`src/rtl/pc_counter_pkg.sv`:
```
// pc_counter_pkg: shared types and constants for the fetch-stage PC block.
// RV32 major opcode classes, data width, and the JALR target alignment helper.
package pc_counter_pkg;

  localparam int XLEN = 32;

  typedef enum logic [6:0] {
    LOAD   = 7'h03,
    I_TYPE = 7'h13,
    AUIPC  = 7'h17,
    S_TYPE = 7'h23,
    R_TYPE = 7'h33,
    LUI    = 7'h37,
    B_TYPE = 7'h63,
    JALR   = 7'h67,
    JAL    = 7'h6F
  } opcode_t;

  // JALR targets always have bit 0 cleared.
  function automatic logic [XLEN-1:0] jalr_align(input logic [XLEN-1:0] addr);
    return addr & ~32'h1;
  endfunction

endpackage

```
`src/rtl/pc_counter_if.sv`:
```
// pc_counter_if: fetch-side bundle between the core control and the PC block.
// Optional macro PC_BRANCH_COND_EN adds the branch_taken_i condition signal.
interface pc_counter_if;
  import pc_counter_pkg::*;

  logic              enbl_i;
  opcode_t           opcode_i;
  logic [XLEN-1:0]   instruction;
`ifdef PC_BRANCH_COND_EN
  logic              branch_taken_i;
`endif
  logic [XLEN-1:0]   pc_o;
  logic [XLEN-1:0]   i_imm;
  logic [XLEN-1:0]   s_imm;
  logic [XLEN-1:0]   sb_imm;
  logic [XLEN-1:0]   uj_imm;
  logic [XLEN-1:0]   u_imm;

  // Core side: drives instruction stream and control, observes PC/immediates.
  modport master (
`ifdef PC_BRANCH_COND_EN
    output branch_taken_i,
`endif
    output enbl_i, opcode_i, instruction,
    input  pc_o, i_imm, s_imm, sb_imm, uj_imm, u_imm
  );

  // PC block side.
  modport slave (
`ifdef PC_BRANCH_COND_EN
    input  branch_taken_i,
`endif
    input  enbl_i, opcode_i, instruction,
    output pc_o, i_imm, s_imm, sb_imm, uj_imm, u_imm
  );

endinterface

```
`src/rtl/pc_counter_imm_gen.sv`:
```
// imm_gen: purely combinational RV32 immediate decoder (I, S, B, J, U formats).
module imm_gen
  import pc_counter_pkg::*;
(
  input  logic [XLEN-1:0] i_instr,
  output logic [XLEN-1:0] o_i_imm,
  output logic [XLEN-1:0] o_s_imm,
  output logic [XLEN-1:0] o_sb_imm,
  output logic [XLEN-1:0] o_uj_imm,
  output logic [XLEN-1:0] o_u_imm
);

  // Field extraction and sign extension from instruction bit 31.
  always_comb begin
    o_i_imm  = {{20{i_instr[31]}}, i_instr[31:20]};
    o_s_imm  = {{20{i_instr[31]}}, i_instr[31:25], i_instr[11:7]};
    o_sb_imm = {{19{i_instr[31]}}, i_instr[31], i_instr[7], i_instr[30:25],
                i_instr[11:8], 1'b0};
    o_uj_imm = {{11{i_instr[31]}}, i_instr[31], i_instr[19:12], i_instr[20],
                i_instr[30:21], 1'b0};
    o_u_imm  = {i_instr[31:12], 12'h000};
  end

endmodule

```
`src/rtl/pc_counter.sv`:
```
// pc_counter: RV32 architectural PC register with next-PC selection.
// Optional macro PC_BRANCH_COND_EN: B_TYPE is taken only when branch_taken_i=1;
// without it every B_TYPE is treated as taken.
module pc_counter
  import pc_counter_pkg::*;
#(
  parameter logic [XLEN-1:0] RESET_PC = 32'h0000_0000,
  parameter int unsigned     PC_STEP  = 4
) (
  input  logic         clk_i,
  input  logic         rst_ni,
  pc_counter_if.slave  bus
);

  localparam logic [XLEN-1:0] LP_STEP = XLEN'(PC_STEP);

  logic [XLEN-1:0] r_pc;
  logic [XLEN-1:0] w_next_pc;
  logic [XLEN-1:0] w_i_imm;
  logic [XLEN-1:0] w_s_imm;
  logic [XLEN-1:0] w_sb_imm;
  logic [XLEN-1:0] w_uj_imm;
  logic [XLEN-1:0] w_u_imm;
  logic            w_taken;

  imm_gen u_imm_gen (
    .i_instr  (bus.instruction),
    .o_i_imm  (w_i_imm),
    .o_s_imm  (w_s_imm),
    .o_sb_imm (w_sb_imm),
    .o_uj_imm (w_uj_imm),
    .o_u_imm  (w_u_imm)
  );

`ifdef PC_BRANCH_COND_EN
  assign w_taken = bus.branch_taken_i;
`else
  assign w_taken = 1'b1;
`endif

  // Next-PC mux; all sums wrap modulo 2^32, no alignment trap.
  always_comb begin
    w_next_pc = r_pc + LP_STEP;
    case (bus.opcode_i)
      B_TYPE:  if (w_taken) w_next_pc = r_pc + w_sb_imm;
      JAL:     w_next_pc = r_pc + w_uj_imm;
      JALR:    w_next_pc = jalr_align(r_pc + w_i_imm);
      default: w_next_pc = r_pc + LP_STEP;
    endcase
  end

  // PC register: async reset wins, otherwise load next PC on enabled edges.
  always_ff @(posedge clk_i or negedge rst_ni) begin
    if (!rst_ni) begin
      r_pc <= RESET_PC;
    end else if (bus.enbl_i) begin
      r_pc <= w_next_pc;
    end
  end

  assign bus.pc_o   = r_pc;
  assign bus.i_imm  = w_i_imm;
  assign bus.s_imm  = w_s_imm;
  assign bus.sb_imm = w_sb_imm;
  assign bus.uj_imm = w_uj_imm;
  assign bus.u_imm  = w_u_imm;

endmodule

```
`src/flat_wrapper.sv`:
```
// flat-port wrapper written by rule: the top's interface ports become plain ports
module pc_counter_flat import pc_counter_pkg::*;
#(
  parameter logic [XLEN-1:0] RESET_PC = 32'h0000_0000,
  parameter int unsigned     PC_STEP  = 4
)
  (clk_i, rst_ni, bus_enbl_i, bus_opcode_i, bus_instruction, bus_pc_o, bus_i_imm, bus_s_imm, bus_sb_imm, bus_uj_imm, bus_u_imm);
  pc_counter_if bus_i ();
  input  logic clk_i;
  input  logic rst_ni;
  input wire logic [$bits(bus_i.enbl_i)-1:0] bus_enbl_i;
  input wire logic [$bits(bus_i.opcode_i)-1:0] bus_opcode_i;
  input wire logic [$bits(bus_i.instruction)-1:0] bus_instruction;
  output wire logic [$bits(bus_i.pc_o)-1:0] bus_pc_o;
  output wire logic [$bits(bus_i.i_imm)-1:0] bus_i_imm;
  output wire logic [$bits(bus_i.s_imm)-1:0] bus_s_imm;
  output wire logic [$bits(bus_i.sb_imm)-1:0] bus_sb_imm;
  output wire logic [$bits(bus_i.uj_imm)-1:0] bus_uj_imm;
  output wire logic [$bits(bus_i.u_imm)-1:0] bus_u_imm;
  assign bus_i.enbl_i = bus_enbl_i;
  assign bus_i.opcode_i = bus_opcode_i;
  assign bus_i.instruction = bus_instruction;
  assign bus_pc_o = bus_i.pc_o;
  assign bus_i_imm = bus_i.i_imm;
  assign bus_s_imm = bus_i.s_imm;
  assign bus_sb_imm = bus_i.sb_imm;
  assign bus_uj_imm = bus_i.uj_imm;
  assign bus_u_imm = bus_i.u_imm;
  pc_counter #(.RESET_PC(RESET_PC), .PC_STEP(PC_STEP)) u_core (.clk_i(clk_i), .rst_ni(rst_ni), .bus(bus_i));
endmodule
```
`config.mk`:
```
export PLATFORM = sky130hd
export DESIGN_NAME = pc_counter_flat
export DESIGN_NICKNAME = d
export VERILOG_FILES = /design/src/rtl/pc_counter_pkg.sv /design/src/rtl/pc_counter_if.sv /design/src/rtl/pc_counter_imm_gen.sv /design/src/rtl/pc_counter.sv /design/src/flat_wrapper.sv
export SDC_FILE = /design/constraint.sdc
export NUM_CORES = 1
export LEC_CHECK = 0
export BUFFER_PORTS_ARGS = -buffer_cell sky130_fd_sc_hd__buf_2
export CAP_MARGIN = 15
export CORE_MARGIN = 4
export CORE_UTILIZATION = 35
export CTS_CLUSTER_DIAMETER = 80
export DETAILED_ROUTE_END_ITERATION = 10
export GPL_TIMING_DRIVEN = 0
export PLACE_DENSITY = 0.63
export SYNTH_ARGS = -nofsm -noshare
export SYNTH_HDL_FRONTEND = slang
export SYNTH_HIERARCHICAL = 1
export SYNTH_SLANG_ARGS = --single-unit
```
`constraint.sdc`:
```
create_clock -name clk_i -period 4.15 [get_ports clk_i]
set_clock_uncertainty 0.2 [all_clocks]
set_input_delay 0.6225 -clock clk_i [delete_from_list [all_inputs] [get_ports clk_i]]
set_output_delay 0.6225 -clock clk_i [all_outputs]
set_load 0.02 [all_outputs]
```
==> flow_metrics.env, run 1 <==
export IMPL_status="completed"
export IMPL_synth_area_um2=7079
export IMPL_route_detailed_drc=0
export IMPL_diodes=0
export IMPL_ctsLongestPathBuffers=2
export IMPL_r2r_end="u_core/bus.pc_o[31]"
export IMPL_start_util_pct=36.02
export IMPL_reg2reg_from="u_core/bus.pc_o[4]"
export IMPL_die_height_um=150.2
export IMPL_fin_nets=1271
export IMPL_routed_wl_mm=24.08
export IMPL_critPathKind="primary input to flip-flop"
export IMPL_dp_cells=1404
export IMPL_fmax_mhz=241.9
export IMPL_clock_root_buffer="clkbuf_16"
export IMPL_n_fill_cell=2014
export IMPL_cp_cell_sequence="buf_6 > nand3_4 > nor3b_4 > nand3_4 > clkbuf_16 > buf_12 > mux2_4 > ha_4 > and3_4 > a22o_1 > a31oi_4 > a211o_4 > a2111oi_4 > o211ai_1 > and4_1 > o31ai_2 > o211ai_1"
export IMPL_cts_sinks=32
export IMPL_worst_slew_pin_slew_ns=0.9233
export IMPL_yosysSeqAreaShare_pct=11.31
export IMPL_yosysTopAreaCellShare_pct=16.97
export IMPL_antenna_found_initial=0
export IMPL_grt_use_total_pct=19.98
export IMPL_grt_pass1_vias=6789
export IMPL_viasPerCell=5.232
export IMPL_final_layout_size_suffix_gt1_share_pct=39.10
export IMPL_synth_distinct_cells=80
export IMPL_finalPower_mw=4.256
export IMPL_instances_no_fill=1426
export IMPL_clk_pin_slew_worst_paths_ns=0.05
export IMPL_cts_tree="built"
export IMPL_cp_slowest_cell="a2111oi_4"
export IMPL_grt_pass1_wl_mm=36.35
export IMPL_dpl_cell_area_um2=8404
export IMPL_routed_via_count=7461
export IMPL_yosys_warnings=6
export IMPL_clk_latency_ns=0.28
export IMPL_portBuffers=187
export IMPL_power_density_nw_per_um2=473.8
export IMPL_slew_viol_final=0
export IMPL_synthFlopType="dfrtp_1"
export IMPL_core_area_um2=19650
export IMPL_grt_ovfl_total=0
export IMPL_syn_instance_count=939
export IMPL_cp_max_fo=6
export IMPL_cp_arrival_ns=4.08
export IMPL_holdBufCountCts=0
export IMPL_final_area_um2=8982
export IMPL_cpPeakStageDelay_ns=0.42
export IMPL_setup_worst_path_end_class="flip-flop"
export IMPL_fin_crit_sh_pct=99.60
export IMPL_drt_wirelength_per_cell_um=16.89
export IMPL_maxCapViolCount=0
export IMPL_synth_largest_area_cell="buf_4"
export IMPL_cp_required_ns=4.10
export IMPL_dp_hpwl_mm=19.17
export IMPL_ant_nets=0
export IMPL_synthArstFlopShare_pct=100.0
export IMPL_synth_edf_count=0
export IMPL_r2r_slack_ns=0.59
export IMPL_min_period_ns=4.133
export IMPL_start_kind="primary input"
export IMPL_io_pins=234
export IMPL_synthTopCellsByArea="buf_4 17%, ha_1 12%, dfrtp_1 11%"
export IMPL_cts_max_level=2
export IMPL_setup_violations=0
export IMPL_gp_congestion=0.9375
export IMPL_hold_violations=0
export IMPL_largest_register_ffs=32
export IMPL_relSlewSlack_pct=38.22
export IMPL_setup_tns_ns=0
export IMPL_postSynthAreaPerCell_um2=7.539
export IMPL_rows=51
export IMPL_fp_dieW_um=150.2
export IMPL_worstHoldPathType="primary input to async pin"
export IMPL_worst_r2r_path_depth=10
export IMPL_ys_seq_elements=32
export IMPL_power_leakage_nw=4.331
export IMPL_drt_initial_drc_count=701
export IMPL_synthTopCellsByCount="160 x buf_4, 79 x nand2_1, 71 x a21oi_1"
export IMPL_firstDrtPassIters=5
export IMPL_rsz0062_at_grt="yes"
export IMPL_grt_max_degree=76
export IMPL_dieArea_um2=22570
export IMPL_ir_drop_uv=180.0
export IMPL_yosysMostFrequentCell="buf_4"
export IMPL_numCtsBuffers=5
export IMPL_area_growth_pct=26.88
## worst max-delay path, delay by kind of cell
family | cells | cell delay [ns]
buffers and inverters | 3 | 0.41
multiplexers | 1 | 0.31
adder cells (fa/ha/maj) | 1 | 0.30
AO/OA/AOI/OAI | 7 | 1.57
AND/OR/NAND/NOR | 5 | 0.84
## worst max-delay path by stage
| stage | end | from | slack (ns) | depth (start not counted) |
|---|---|---|---|---|
| floorplan | u_core/bus.pc_o[26] | bus_opcode_i[5] | 0.004 | 15 |
| global placement | u_core/bus.pc_o[30] | bus_opcode_i[5] | -0.97 | 16 |
| detailed placement | u_core/bus.pc_o[30] | bus_opcode_i[5] | -0.96 | 16 |
| CTS | u_core/bus.pc_o[30] | bus_opcode_i[5] | 0.006 | 17 |
| global route | u_core/bus.pc_o[30] | bus_opcode_i[0] | -0.10 | 17 |
| finish | u_core/bus.pc_o[30] | bus_opcode_i[0] | 0.02 | 17 |
## stage by stage
stage | util, % | hold slack (ns) | setup WS [ns]
after floorplan | - | 0.1269 | 0.004217
after global placement | 42.76 | 0.3821 | -0.9659
after detailed placement | 42.76 | 0.3835 | -0.9575
after CTS | 44.65 | 0.2348 | 0.006323
after global routing | 45.70 | 0.2712 | -0.1003
final | 45.70 | 0.2239 | 0.01669
## layout by cell type, fill, tap and decap left out, types with 8 or more instances in the layout
cell type / synthesis / routed
a21o_1: 37 / 37
a21oi_1: 71 / 68
a31oi_1: 11 / 11
and3_1: 10 / 9
buf_2: 2 / 186
buf_4: 160 / 177
clkbuf_1: 31 / 24
conb_1: 1 / 14
dfrtp_1: 32 / 32
ha_1: 67 / 56
inv_1: 24 / 24
mux2_2: 31 / 30
nand2_1: 79 / 79
nand3_1: 25 / 23
nand4_1: 17 / 17
nor2_1: 56 / 55
nor3_1: 20 / 20
o21ai_0: 53 / 50
o21ai_1: 6 / 9
o21bai_1: 8 / 8
xnor2_1: 32 / 31
xor2_1: 25 / 25
## timing repair
item,CTS,global route
resized for setup,22,32
pin swaps,8,21
setup endpoints to repair,19,11
buffers inserted,8,10
## logic make-up after synthesis
group / Yosys count / share of synthesized area, %
compound gates: 277 / 26.41
xor+xnor: 57 / 7.052
fa+ha+maj: 69 / 12.41
buf+inv: 219 / 20.13
flops: 32 / 11.31
mux: 34 / 5.355
other cells: 1 / 0.05297
simple gates: 250 / 17.29
## where the power goes
| part | switching [mW] | leakage (nW) | total (mW) | internal [mW] |
|---|---|---|---|---|
| Sequential | 0.298 | 0.382 | 0.711 | 0.413 |
| Combinational | 1.82 | 3.87 | 3.12 | 1.30 |
| Clock | 0.145 | 0.0798 | 0.427 | 0.282 |
| Total | 2.26 | 4.33 | 4.26 | 1.99 |
## per-layer routing
metal  vias to the layer above  share of wire (%)  track usage [%]
met4                         0                1.4            4.117
met1                      3382                 44            28.00
met2                       355                 46            33.21
met5                         -                  0                0
met3                        22                9.0            2.318
li1                       3702                  -                -
## area by class of cell
| cell class | instances | area (um2) | share of cell area [%] |
|---|---|---|---|
| tap | 265 | 331.6 | 3.691 |
| inverter | 24 | 90.09 | 1.003 |
| sequential | 32 | 800.8 | 8.915 |
| multi-input combinational | 701 | 5117 | 56.97 |
| clock inverter | 3 | 42.54 | 0.4736 |
| timing repair buffer | 205 | 1102 | 12.27 |
| buffer | 191 | 1373 | 15.28 |
| clock buffer | 5 | 125.1 | 1.393 |
(Power assumes the default switching activity.)
==> run 2: changes to the inputs <==
--- a/config.mk
+++ b/config.mk
@@ -12,7 +12,7 @@
 export CTS_CLUSTER_DIAMETER = 80
 export DETAILED_ROUTE_END_ITERATION = 10
 export GPL_TIMING_DRIVEN = 0
-export PLACE_DENSITY = 0.63
+export PLACE_DENSITY = 0.65
 export SYNTH_ARGS = -nofsm -noshare
 export SYNTH_HDL_FRONTEND = slang
 export SYNTH_HIERARCHICAL = 1
==> constraint.sdc (replaced) <==
create_clock -name clk_i -period 3.78 [get_ports clk_i]
set_clock_uncertainty 0.2 [all_clocks]
set_input_delay 0.567 -clock clk_i [delete_from_list [all_inputs] [get_ports clk_i]]
set_output_delay 0.567 -clock clk_i [all_outputs]
set_load 0.02 [all_outputs]
==> flow_metrics.env, run 2 (synthesis results as in run 1) <==
export IMPL_n_fill_cell=1970
export IMPL_worstHoldPathType="primary input to async pin"
export IMPL_maxCapViolCount=0
export IMPL_diodes=0
export IMPL_viasPerCell=5.299
export IMPL_clk_pin_slew_worst_paths_ns=0.05
export IMPL_drt_initial_drc_count=581
export IMPL_cp_required_ns=3.72
export IMPL_power_leakage_nw=4.429
export IMPL_rows=51
export IMPL_grt_pass1_vias=6938
export IMPL_met2_length_mm=11.26
export IMPL_ctsLongestPathBuffers=2
export IMPL_drt_wirelength_per_cell_um=16.94
export IMPL_routed_wl_mm=24.33
export IMPL_final_common_cell="buf_2"
export IMPL_worst_r2r_path_depth=10
export IMPL_min_period_ns=4.062
export IMPL_grt_pass1_wl_mm=37.16
export IMPL_antenna_found_initial=0
export IMPL_setup_tns_ns=-1.229
export IMPL_failed_checks="negative setup slack"
export IMPL_gp_congestion=0.9370
export IMPL_firstDrtPassIters=5
export IMPL_multiInputGateArea_um2=5298
export IMPL_cp_max_fo=6
export IMPL_clkPwrFrac_pct=8.1
export IMPL_pwr_share_comb_pct=75.4
export IMPL_clk_latency_ns=0.28
export IMPL_final_layout_size_suffix_gt1_share_pct=41.33
export IMPL_rsz0062_at_grt="yes"
export IMPL_setup_violations=14
export IMPL_fin_util_pct=47.04
export IMPL_route_detailed_drc=0
export IMPL_r2r_end="u_core/bus.pc_o[31]"
export IMPL_wl_met3_mm=1.842
export IMPL_reg2reg_from="u_core/bus.pc_o[4]"
export IMPL_io_pins=234
export IMPL_core_area_um2=19650
export IMPL_cts_tree="built"
export IMPL_grt_ovfl_total=0
export IMPL_grt_use_total_pct=20.27
export IMPL_dp_hpwl_mm=19.15
export IMPL_start_kind="primary input"
export IMPL_cts_max_level=2
export IMPL_numCtsBuffers=5
export IMPL_r2r_slack_ns=0.25
export IMPL_critPathKind="primary input to flip-flop"
export IMPL_cp_arrival_ns=4.01
export IMPL_p_int_mw=2.260
export IMPL_area_growth_pct=30.59
export IMPL_die_height_um=150.2
export IMPL_hold_violations=0
export IMPL_status="complete, but fails checks"
export IMPL_fp_dieW_um=150.2
export IMPL_fmax_mhz=246.2
export IMPL_worst_slew_pin_slew_ns=0.9184
export IMPL_ant_nets=0
export IMPL_fin_crit_sh_pct=107.5
export IMPL_dieArea_um2=22570
export IMPL_clock_root_buffer="clkbuf_16"
export IMPL_highest_layer="met4"
export IMPL_holdBufCountCts=0
export IMPL_p_switching_mw=2.557
export IMPL_pwr_share_seq_pct=16.5
export IMPL_portBuffers=187
export IMPL_ir_drop_uv=180.1
export IMPL_setup_worst_path_end_class="flip-flop"
export IMPL_routed_via_count=7610
export IMPL_grt_max_degree=76
export IMPL_power_density_nw_per_um2=521.0
export IMPL_cts_sinks=32
export IMPL_layout_common_cells="187 x buf_2, 178 x buf_4, 76 x nand2_1"
export IMPL_start_util_pct=36.02
export IMPL_relSlewSlack_pct=38.55
export IMPL_switching_share_pct=53.08
export IMPL_largest_register_ffs=32
export IMPL_layout_setup_ws_ns=-0.2820
export IMPL_slew_viol_final=0
export IMPL_ff_latch_area_um2=800.8
export IMPL_m1WireLength_mm=10.88
export IMPL_fin_nets=1282
-- run 2: changes by cell type in the layout (fill, tap and decap cells not counted), moves of 4 or more --
cell / change
ha_2: -4
a21oi_2: +4
buf_6: +7
ha_4: +7
o21ai_0: -5
a21oi_1: -5
-- run 2: how the worst max path moves through the flow --
stage,from,endpoint,slack [ns],cells past startpoint
floorplan,bus_opcode_i[5],u_core/bus.pc_o[26],-0.009,15
global placement,bus_opcode_i[5],u_core/bus.pc_o[30],-0.70,16
detailed placement,bus_opcode_i[5],u_core/bus.pc_o[30],-0.70,16
CTS,bus_opcode_i[5],u_core/bus.pc_o[30],-0.21,16
global route,bus_opcode_i[5],u_core/bus.pc_o[30],-0.38,17
finish,bus_opcode_i[5],u_core/bus.pc_o[30],-0.28,17
-- run 2: cell type report --
class	instances	area share (%)
multi-input cells	701	57.30
plain buffers	191	14.81
repair buffers	216	13.22
flip-flops and latches	32	8.662
well taps	265	3.586
clock buffers	6	1.394
inverters	24	0.9744
clock inverters	1	0.05413
-- run 2: through the flow --
stage / area [um2] / setup slack [ns] / power [mW] / std cells / hold slack, ns
floorplan: 7307 / -0.008519 / 3.138 / 952 / 0.07141
global placement: 8574 / -0.7029 / 3.973 / 1404 / 0.3926
detailed placement: 8574 / -0.6961 / 3.994 / 1404 / 0.4022
CTS: 8977 / -0.2125 / 4.582 / 1425 / 0.1822
global route: 9245 / -0.3787 / 5.162 / 1436 / 0.2271
finish: 9245 / -0.2820 / 4.817 / 1436 / 0.1579
-- run 2: critical path, stage by stage --
cell,delay [ns]
buf_8,0.07
nand3_4,0.07
nor3b_4,0.25
nand3_4,0.19
buf_6,0.17
buf_12,0.12
mux2_4,0.31
ha_4,0.29
nand2_4,0.05
o21ai_4,0.20
a31oi_4,0.18
a211o_4,0.39
a2111oi_4,0.35
o211ai_1,0.19
and4_1,0.25
o31ai_2,0.22
o211ai_1,0.14
-- run 2: per-layer routing --
metal  vias up  GRT usage, %
met4         0         4.117
li1       3730             -
met1      3491         28.54
met5         -             0
met3        27         1.957
met2       362         33.81
-- run 2: repair_timing --
action	4_1_cts	5_1_grt
hold endpoints to repair	0	0
buffers inserted	16	13
gates resized for setup	29	40
pin swaps	29	35
setup endpoints to repair	17	19
gates cloned	1	0
-- run 2: power by group through the flow --
stage               clock (mW)  combinational [mW]  sequential (mW)
global route             0.398                3.94            0.822
global placement             0                3.19            0.783
finish                   0.389                3.63            0.795
CTS                      0.386                3.42            0.780
detailed placement           0                3.21            0.782
floorplan                    0                2.33            0.808
